## src/rtl/pkg_masina.sv

```systemverilog
// Shared encodings for the line-follower direction controller: FSM states,
// motor direction codes, last-seen-line codes and the registered command payload.
package pkg_masina;

    typedef enum logic [2:0] {
        ST_FOLLOW  = 3'd0,
        ST_SEARCH  = 3'd1,
        ST_REVERSE = 3'd2,
        ST_STOP    = 3'd3
    } stare_t;

    typedef enum logic [1:0] {
        DIR_NONE = 2'd0,
        DIR_DR   = 2'd1,
        DIR_ST   = 2'd2
    } ultima_t;

    localparam logic [1:0] MOT_FWD  = 2'b10;
    localparam logic [1:0] MOT_REV  = 2'b01;
    localparam logic [1:0] MOT_HALT = 2'b00;

    typedef struct packed {
        logic [1:0] drv_a;
        logic [1:0] drv_b;
        logic       sig_dr;
        logic       sig_st;
    } comanda_t;

    // Opposite side for the next sweep; NONE has no opposite.
    function automatic ultima_t flip_dir(input ultima_t d);
        case (d)
            DIR_DR:  flip_dir = DIR_ST;
            DIR_ST:  flip_dir = DIR_DR;
            default: flip_dir = DIR_NONE;
        endcase
    endfunction

endpackage

```

## src/rtl/filtru_senzori.sv

```systemverilog
// Two-flop synchroniser followed by a debounce filter: the output vector only
// takes a new value once the synchronised vector has held it DEBOUNCE_CYC cycles.
module filtru_senzori #(
    parameter int unsigned WIDTH        = 5,
    parameter int unsigned DEBOUNCE_CYC = 4
) (
    input  logic             clk,
    input  logic             rst,
    input  logic [WIDTH-1:0] senzori_raw,
    output logic [WIDTH-1:0] senzori_filt
);
    import pkg_masina::*;

    localparam int unsigned CNT_W = $clog2(DEBOUNCE_CYC + 1) + 1;

    logic [WIDTH-1:0] sync1_q;
    logic [WIDTH-1:0] sync2_q;
    logic [WIDTH-1:0] prev_q;
    logic [CNT_W-1:0] run_q;
    logic [CNT_W-1:0] run_c;

    // Length of the current run of identical synchronised samples, saturating.
    always_comb begin
        run_c = CNT_W'(1);
        if (sync2_q == prev_q) begin
            if (run_q == CNT_W'(DEBOUNCE_CYC)) begin
                run_c = run_q;
            end else begin
                run_c = run_q + CNT_W'(1);
            end
        end
    end

    always_ff @(posedge clk) begin
        if (rst) begin
            sync1_q      <= '0;
            sync2_q      <= '0;
            prev_q       <= '0;
            run_q        <= '0;
            senzori_filt <= '0;
        end else begin
            sync1_q <= senzori_raw;
            sync2_q <= sync1_q;
            prev_q  <= sync2_q;
            run_q   <= run_c;
            if (run_c >= CNT_W'(DEBOUNCE_CYC)) begin
                senzori_filt <= sync2_q;
            end
        end
    end

endmodule

```

## src/rtl/control_directie.sv

```systemverilog
// Line-follower direction controller: steers two motor pairs from filtered line
// sensors, sweeps and reverses to recover a lost line, and drives turn signals.
module control_directie #(
    parameter int unsigned N_SENZORI    = 5,
    parameter int unsigned DEBOUNCE_CYC = 4,
    parameter int unsigned SEARCH_CYC   = 50_000_000,
    parameter int unsigned MAX_RETRY    = 3,
    parameter int unsigned BLINK_HALF   = 12_500_000
) (
    input  logic                 clk,
    input  logic                 rst,
    input  logic                 pornire,
    input  logic [N_SENZORI-1:0] senzori,
    output logic [1:0]           directie_driverA,
    output logic [1:0]           directie_driverB,
    output logic                 semnal_dreapta,
    output logic                 semnal_stanga,
    output logic [2:0]           stare
);
    import pkg_masina::*;

    localparam int unsigned C       = (N_SENZORI - 1) / 2;
    localparam int unsigned SEARCH_W = $clog2(SEARCH_CYC) + 1;
    localparam int unsigned RETRY_W  = $clog2(MAX_RETRY) + 1;
    localparam int unsigned BLINK_W  = $clog2(BLINK_HALF) + 1;

    logic [N_SENZORI-1:0] filt;
    logic                 centru, dr, st, nimic;

    stare_t               state_q, state_n;
    ultima_t              ultima_q, ultima_n;
    logic [SEARCH_W-1:0]  cnt_q, cnt_n;
    logic [RETRY_W-1:0]   retry_q, retry_n;
    logic [BLINK_W-1:0]   blink_q;
    logic                 phase_q;
    comanda_t             cmd_q, cmd_n;

    filtru_senzori #(
        .WIDTH        (N_SENZORI),
        .DEBOUNCE_CYC (DEBOUNCE_CYC)
    ) u_filtru (
        .clk          (clk),
        .rst          (rst),
        .senzori_raw  (senzori),
        .senzori_filt (filt)
    );

    assign centru = filt[C];
    assign dr     = |filt[C-1:0];
    assign st     = |filt[N_SENZORI-1:C+1];
    assign nimic  = ~|filt;

    // Next state, counters and last-seen side.
    always_comb begin
        state_n  = state_q;
        ultima_n = ultima_q;
        cnt_n    = cnt_q + SEARCH_W'(1);
        retry_n  = retry_q;
        case (state_q)
            ST_FOLLOW: begin
                cnt_n = '0;
                if (nimic) begin
                    state_n = (ultima_q != DIR_NONE) ? ST_SEARCH : ST_REVERSE;
                end else if (dr && !st) begin
                    ultima_n = DIR_DR;
                end else if (st && !dr) begin
                    ultima_n = DIR_ST;
                end
            end
            ST_SEARCH: begin
                if (!nimic) begin
                    state_n = ST_FOLLOW;
                    retry_n = '0;
                    cnt_n   = '0;
                end else if (cnt_q == SEARCH_W'(SEARCH_CYC - 1)) begin
                    state_n  = ST_REVERSE;
                    ultima_n = flip_dir(ultima_q);
                    cnt_n    = '0;
                end
            end
            ST_REVERSE: begin
                if (!nimic) begin
                    state_n = ST_FOLLOW;
                    retry_n = '0;
                    cnt_n   = '0;
                end else if (cnt_q == SEARCH_W'(SEARCH_CYC - 1)) begin
                    cnt_n = '0;
                    if (retry_q == RETRY_W'(MAX_RETRY - 1)) begin
                        state_n = ST_STOP;
                        retry_n = '0;
                    end else begin
                        state_n = ST_SEARCH;
                        retry_n = retry_q + RETRY_W'(1);
                    end
                end
            end
            default: begin
                cnt_n   = '0;
                retry_n = '0;
                if (pornire && !nimic) begin
                    state_n = ST_FOLLOW;
                end
            end
        endcase
        if (!pornire) begin
            state_n = ST_STOP;
            cnt_n   = '0;
            retry_n = '0;
        end
    end

    // Motor and signal command for the state being entered.
    always_comb begin
        cmd_n.drv_a  = MOT_HALT;
        cmd_n.drv_b  = MOT_HALT;
        cmd_n.sig_dr = 1'b0;
        cmd_n.sig_st = 1'b0;
        case (state_n)
            ST_FOLLOW: begin
                if (dr && !st) begin
                    cmd_n.drv_a  = MOT_REV;
                    cmd_n.drv_b  = MOT_FWD;
                    cmd_n.sig_dr = phase_q;
                end else if (st && !dr) begin
                    cmd_n.drv_a  = MOT_FWD;
                    cmd_n.drv_b  = MOT_REV;
                    cmd_n.sig_st = phase_q;
                end else if (centru || (dr && st)) begin
                    cmd_n.drv_a = MOT_FWD;
                    cmd_n.drv_b = MOT_FWD;
                end
            end
            ST_SEARCH: begin
                if (ultima_n == DIR_DR) begin
                    cmd_n.drv_a  = MOT_REV;
                    cmd_n.drv_b  = MOT_FWD;
                    cmd_n.sig_dr = phase_q;
                end else if (ultima_n == DIR_ST) begin
                    cmd_n.drv_a  = MOT_FWD;
                    cmd_n.drv_b  = MOT_REV;
                    cmd_n.sig_st = phase_q;
                end else begin
                    cmd_n.drv_a = MOT_FWD;
                    cmd_n.drv_b = MOT_FWD;
                end
            end
            ST_REVERSE: begin
                cmd_n.drv_a  = MOT_REV;
                cmd_n.drv_b  = MOT_REV;
                cmd_n.sig_dr = phase_q;
                cmd_n.sig_st = phase_q;
            end
            default: begin
                cmd_n.sig_dr = phase_q;
                cmd_n.sig_st = phase_q;
            end
        endcase
    end

    always_ff @(posedge clk) begin
        if (rst) begin
            state_q  <= ST_STOP;
            ultima_q <= DIR_NONE;
            cnt_q    <= '0;
            retry_q  <= '0;
            blink_q  <= '0;
            phase_q  <= 1'b0;
            cmd_q    <= '0;
        end else begin
            state_q  <= state_n;
            ultima_q <= ultima_n;
            cnt_q    <= cnt_n;
            retry_q  <= retry_n;
            cmd_q    <= cmd_n;
            // Free-running blink phase.
            if (blink_q == BLINK_W'(BLINK_HALF - 1)) begin
                blink_q <= '0;
                phase_q <= ~phase_q;
            end else begin
                blink_q <= blink_q + BLINK_W'(1);
            end
        end
    end

    assign directie_driverA = cmd_q.drv_a;
    assign directie_driverB = cmd_q.drv_b;
    assign semnal_dreapta   = cmd_q.sig_dr;
    assign semnal_stanga    = cmd_q.sig_st;
    assign stare            = 3'(state_q);

endmodule

```

## config.mk

```make
export PLATFORM = sky130hd
export DESIGN_NAME = control_directie
export DESIGN_NICKNAME = d
export VERILOG_FILES = /design/src/rtl/pkg_masina.sv /design/src/rtl/filtru_senzori.sv /design/src/rtl/control_directie.sv
export SDC_FILE = /design/constraint.sdc
export NUM_CORES = 1
export LEC_CHECK = 0
export CAP_MARGIN = 0
export CORE_UTILIZATION = 57
export CTS_BUF_LIST = sky130_fd_sc_hd__clkbuf_2
export DETAILED_ROUTE_END_ITERATION = 8
export PLACE_DENSITY_LB_ADDON = 0.05
export SYNTH_ARGS = -nofsm -noshare
export SYNTH_HDL_FRONTEND = slang
export SYNTH_SLANG_ARGS = --single-unit
```

## constraint.sdc

```tcl
create_clock -name clk -period 1.9 [get_ports clk]
set_input_delay 0.38 -clock clk [delete_from_list [all_inputs] [get_ports clk]]
set_output_delay 0.38 -clock clk [all_outputs]
set_load 0.01 [all_outputs]
```

==> impl_metrics.json, run 1 <==
{
  "worstSetupEndpoint": "directie_driverA[0]",
  "layout.cells.non_filler": 667,
  "synth_edf_count": 0,
  "track_usage_pct": 24.1,
  "fin_util_pct": 79.4,
  "fin_crit_ns": 2.04,
  "failed_checks": "negative setup slack",
  "die-area_sq_um": 7510,
  "wl_met1_um": 4080,
  "drt-initial-drc-count": 229,
  "syn_nets": 480,
  "start_util_pct": 59.5,
  "grt_pass1_vias": 3323,
  "dr_wl_met2_um": 4560,
  "ant_nets": 0,
  "io_buffers": 16,
  "wl_per_cell_um": 13.9,
  "grt_pass1_wl_um": 14200,
  "total_power_uw": 3210,
  "critPathRequiredTime_ns": 2.37,
  "placementRows": 30,
  "cts_tree": "yes",
  "ys_ff_latch": 91,
  "async_flop_share_pct": 0,
  "arrival_ns": 2.51,
  "ys_types": 59,
  "layout_common_cells": "buf_4, dfxtp_1, nor2_1, nand2_1, xor2_1",
  "worstMarginPinSlew_ns": 0.369,
  "finalSetupViolations": 9,
  "max_slew_margin_pct": 75.4,
  "synthCells": 468,
  "die_w_um": 86.7,
  "htree_levels": 3,
  "drive_above_1_share_pct": 31.2,
  "viasPerCell": 5.46,
  "antenna_found_initial": 0,
  "final.setup.worst_slack_ns": -0.142,
  "status": "finished, violations left",
  "synth_area_sq_um": 4090,
  "grt_max_degree": 28,
  "cts.path.max_buffers": 2,
  "cts.sinks": 91,
  "seqCellArea_sq_um": 1850,
  "worstSetupPathType": "flip-flop to flip-flop",
  "r2r-start": "cnt_q[23]",
  "hp-class": "input port to flip-flop",
  "core-area_sq_um": 6870,
  "grt_setup_unrepaired": "true",
  "yosysWarnings": 0,
  "wl_met3_um": 349,
  "fin_nets": 578,
  "synth_ff_type": "dfxtp_1",
  "p_leak_uw": 0.00208,
  "gp_congestion": 0.923,
  "dpl_cell_area_sq_um": 4890,
  "max_freq_mhz": 490,
  "num-fill-cells": 449,
  "num_vias": 3641,
  "power_density_nw_per_um2": 589,
  "wl_um": 9280,
  "drc": 0,
  "rrSetupSlack_ns": -0.14,
  "areaGrowthSynthToFinish_pct": 33.5,
  "crit_path_end_kind": "flip-flop",
  "grt-ovfl-total": 0,
  "finClkSkew_ns": 0.0231,
  "path_max_fanout": 5,
  "place_hpwl_um": 6080,
  "syn_avg_cell_area_sq_um": 8.73,
  "cts-buffers-inserted": 9,
  "worstSkewPairLatency_ns": 0.54,
  "reg2reg_depth": 8,
  "ys_seq_area_share_pct": 44.6,
  "worstSetupStartpoint": "cnt_q[23]",
  "ir_worst_vdd_mv": 0.493,
  "antennaDiodeCount": 0,
  "reg2reg_to": "directie_driverA[0]",
  "finalMaxSlewViolations": 0,
  "fin_crit_sh_pct": 107,
  "die_h_um": 86.7,
  "hold_violations": 0,
  "multi_input_area_sq_um": 2470,
  "clkSlewWorstSetupHoldPaths_ns": 0.27,
  "final_common_cell": "buf_4",
  "dr.max_layer_used": "met4",
  "io-pin-count": 17,
  "cts-root-buf": "clkbuf_2",
  "max_cap_violations": 0,
  "dp.cells": 636,
  "start_kind": "flip-flop",
  "drt_first_pass_iters": 5,
  "finish.instance_area_sq_um": 5450
}
[how the worst min path moves through the flow]
| stage | from | endpoint | slack, ns | cells after the start |
|---|---|---|---|---|
| after floorplan | u_filtru.sync1_q[0] | u_filtru.sync2_q[0] | 0.41 | 1 |
| after global placement | u_filtru.sync1_q[1] | u_filtru.sync2_q[1] | 0.42 | 1 |
| after detailed placement | u_filtru.sync1_q[3] | u_filtru.sync2_q[3] | 0.42 | 1 |
| after CTS | senzori[1] | u_filtru.sync1_q[1] | 0.31 | 2 |
| after global routing | senzori[2] | u_filtru.sync1_q[2] | 0.30 | 2 |
| final | senzori[1] | u_filtru.sync1_q[1] | 0.33 | 2 |
[per-layer routing]
layer	track usage, %	up-vias
met1	29.4	1716
li1	-	1801
met4	11.8	0
met3	4.10	25
met2	41.2	99
met5	0	-
[worst max-delay path: stages, from the launching register on]
cell and delay [ns]:
dfxtp_1 0.42, and4_2 0.29, nand4_4 0.12, or2_4 0.29, buf_6 0.14, o211ai_4 0.18
o211ai_2 0.14, a41o_1 0.21, and3_1 0.17
[synth_stat cells, types with 11 or more instances]
cell     number  area share (%)
and3_1       13             2.0
xnor2_1      19             4.1
a21oi_1      15             1.8
xor2_1       32             6.9
nor2_1       82             7.5
nor2b_1      22             3.4
o21ai_0      11             1.3
nand3_1      20             2.5
nand2_1      45             4.1
nor3_1       11             1.3
dfxtp_1      91              45
[layout make-up]
| type | count | area share [%] |
|---|---|---|
| Tap cell | 96 | 2.20 |
| Clock buffer | 9 | 0.826 |
| Multi-Input combinational cell | 355 | 45.2 |
| Inverter | 9 | 0.620 |
| Timing Repair Buffer | 100 | 15.6 |
| Clock inverter | 7 | 1.58 |
| Sequential cell | 91 | 33.9 |
[cell families (layout without fill, tap and decap cells)]
logic type,after synthesis,in the layout,synth area share [%]
multiplexers,6,6,1.47
adder cells (fa/ha/maj),4,4,1.23
AO/OA/AOI/OAI,54,54,9.22
XOR/XNOR,51,51,10.9
AND/OR/NAND/NOR,240,240,30.1
flip-flops,91,91,44.6
buffers and inverters,22,125,2.45
[sequential cells by signal, summed over array words and instances (netlist names)]
signal and cells:
u_filtru.sync2_q 5, u_filtru.senzori_filt 5, cnt_q 27, semnal_stanga 1, ultima_q 2, directie_driverB 2
u_filtru.sync1_q 5, phase_q 1, semnal_dreapta 1, directie_driverA 2, stare 3, blink_q 25
u_filtru.run_q 4, u_filtru.prev_q 5, retry_q 3
[what timing repair did]
action / in CTS / in global routing
resized for setup: 33 / 47
endpoints found under the setup margin: 17 / 68
setup buffers: 9 / 2
hold buffers: 0 / 0
pin swaps: 18 / 22
cloned: 1 / 3
[where the power goes]
part / leakage (uW) / internal, uW / switching [uW]
Combinational: 0.00126 / 101 / 101
Sequential: 0.000745 / 1940 / 24.2
Clock: 0.0000800 / 332 / 716
[through the flow]
stage	hold slack, ns	setup TNS [ns]	setup slack, ns
CTS	0.306	-0.388	-0.116
detailed placement	0.424	-1.02	-0.152
global route	0.302	-1.56	-0.188
global placement	0.415	-0.479	-0.0841
finish	0.331	-0.508	-0.142
floorplan	0.414	0	0.00105
Note: power is estimated with default switching activity, not from simulation.
==> inputs of run 2 (changes only) <==
--- a/config.mk
+++ b/config.mk
@@ -10,6 +10,7 @@
 export CTS_BUF_LIST = sky130_fd_sc_hd__clkbuf_2
 export DETAILED_ROUTE_END_ITERATION = 8
 export PLACE_DENSITY_LB_ADDON = 0.05
+export SKIP_LAST_GASP = 1
 export SYNTH_ARGS = -nofsm -noshare
 export SYNTH_HDL_FRONTEND = slang
 export SYNTH_SLANG_ARGS = --single-unit
==> impl_metrics.json, run 2 (synthesis results as in run 1) <==
{
  "worstSetupPathType": "flip-flop to flip-flop",
  "cts-buffers-inserted": 9,
  "fin_util_pct": 79.3,
  "start_util_pct": 59.5,
  "wl_um": 9320,
  "areaGrowthSynthToFinish_pct": 33.4,
  "path_delay_family": "simple AND/OR/NAND/NOR gates",
  "io-pin-count": 17,
  "start_kind": "flip-flop",
  "antenna_found_initial": 0,
  "worstSetupStartpoint": "cnt_q[18]",
  "antennaDiodeCount": 0,
  "r2r-start": "cnt_q[18]",
  "worstSetupEndpoint": "directie_driverA[0]",
  "failed_checks": "negative setup slack",
  "reg2reg_depth": 8,
  "final.setup.worst_slack_ns": -0.139,
  "io_buffers": 16,
  "fin_crit_ns": 2.04,
  "core-area_sq_um": 6870,
  "path_max_fanout": 5,
  "die_w_um": 86.7,
  "worstSkewPairLatency_ns": 0.55,
  "drive_above_1_share_pct": 31.2,
  "cts.sinks": 91,
  "layout_common_cells": "buf_4, dfxtp_1, nor2_1, nand2_1, xor2_1",
  "die_h_um": 86.7,
  "p_leak_uw": 0.00208,
  "grt_use_met2_pct": 41.2,
  "total_power_uw": 3210,
  "cp_num_buf_inv": 1,
  "rrSetupSlack_ns": -0.14,
  "cts-root-buf": "clkbuf_2",
  "track_usage_pct": 24.1,
  "hp-class": "input port to flip-flop",
  "fin_nets": 578,
  "viasPerCell": 5.44,
  "largest_register_ffs": 27,
  "worstMarginPinSlew_ns": 0.368,
  "finClkSkew_ns": 0.0241,
  "clkSlewWorstSetupHoldPaths_ns": 0.27,
  "reg2reg_to": "directie_driverA[0]",
  "grtUsageMet1_pct": 29.4,
  "drc": 0,
  "max_cap_violations": 0,
  "max_slew_margin_pct": 75.4,
  "num-fill-cells": 451,
  "largest_registers": "cnt_q x27, blink_q x25",
  "ant_nets": 0,
  "whs_ns": 0.327,
  "max_stage_delay_ns": 0.41,
  "power_density_nw_per_um2": 589,
  "wl_per_cell_um": 14.0,
  "grt_pass1_vias": 3321,
  "cp_cell_sequence": "nor4_4 -> nand3_2 -> or2_4 -> buf_6 -> o211ai_4 -> o211ai_2 -> a41o_1 -> and3_1",
  "place_hpwl_um": 6080,
  "gp_congestion": 0.923,
  "max_freq_mhz": 490,
  "num_vias": 3629,
  "placementRows": 30,
  "grt-busiest-layer": "met2",
  "grt-ovfl-total": 0,
  "grt_max_degree": 28,
  "cts.path.max_buffers": 2,
  "cp.depth": 8,
  "cts_tree": "yes",
  "final_common_cell": "buf_4",
  "hold_violations": 0,
  "htree_levels": 3,
  "crit_path_end_kind": "flip-flop",
  "status": "finished, violations left",
  "finalMaxSlewViolations": 0,
  "grt_setup_unrepaired": "true",
  "gr-usage-met3_pct": 4.10,
  "die-area_sq_um": 7510,
  "drt-initial-drc-count": 178,
  "regMostFlops": "cnt_q",
  "fin_crit_sh_pct": 107,
  "grt_pass1_wl_um": 14200,
  "ctsHoldBuffers": 0,
  "ir_worst_vdd_mv": 0.492,
  "cpMaxStageDelayCell": "dfxtp_2",
  "finalSetupViolations": 10,
  "drt_first_pass_iters": 5,
  "critPathRequiredTime_ns": 2.37,
  "arrival_ns": 2.51
}
-- run 2: changes by cell type in the layout (fill, tap and decap cells not counted) --
cell | previous run | this run
buf_4 | 76 | 77
buf_6 | 4 | 3
-- run 2: what timing repair did --
action                                  4_1_cts  5_1_grt
endpoints found under the setup margin       17       69
resized for setup                            32       47
gates cloned                                  1        3
hold endpoints to repair                      0        0
pin swaps                                    17       22
buffers inserted                              9        2
-- run 2: layout make-up --
| type | instances | area (sq um) | share of cell area, % |
|---|---|---|---|
| timing repair buffer | 100 | 847 | 15.5 |
| sequential | 91 | 1850 | 34.0 |
| multi-input combinational | 355 | 2470 | 45.3 |
| clock inverter | 7 | 86.3 | 1.58 |
| clock buffer | 9 | 45.0 | 0.827 |
| tap | 96 | 120 | 2.20 |
| inverter | 9 | 33.8 | 0.620 |
-- run 2: worst min path at each step --
| stage | start | endpoint | slack (ns) | cells after the start |
|---|---|---|---|---|
| floorplan | u_filtru.sync1_q[0] | u_filtru.sync2_q[0] | 0.41 | 1 |
| global placement | u_filtru.sync1_q[1] | u_filtru.sync2_q[1] | 0.42 | 1 |
| detailed placement | u_filtru.sync1_q[3] | u_filtru.sync2_q[3] | 0.42 | 1 |
| CTS | senzori[1] | u_filtru.sync1_q[1] | 0.31 | 2 |
| global route | senzori[2] | u_filtru.sync1_q[2] | 0.30 | 2 |
| finish | senzori[1] | u_filtru.sync1_q[1] | 0.33 | 2 |
-- run 2: metrics by stage --
stage	worst slack, ns	std cells	setup TNS, ns	cell area [sq um]
2_1_floorplan	0.00105	468	0	4140
3_3_place_gp	-0.0841	636	-0.479	4890
3_5_place_dp	-0.152	636	-1.02	4890
4_1_cts	-0.116	662	-0.480	5200
5_1_grt	-0.188	667	-1.67	5450
6_report	-0.139	667	-0.549	5450
-- run 2: per-layer routing --
layer	vias up	wire, um
met3	32	430
met1	1689	3970
met5	-	0
met4	0	338
met2	108	4580
li1	1800	-
-- run 2: report_power, final --
group          switching (uW)  internal [uW]
registers                24.2           1940
logic                     101            101
clock network             714            332
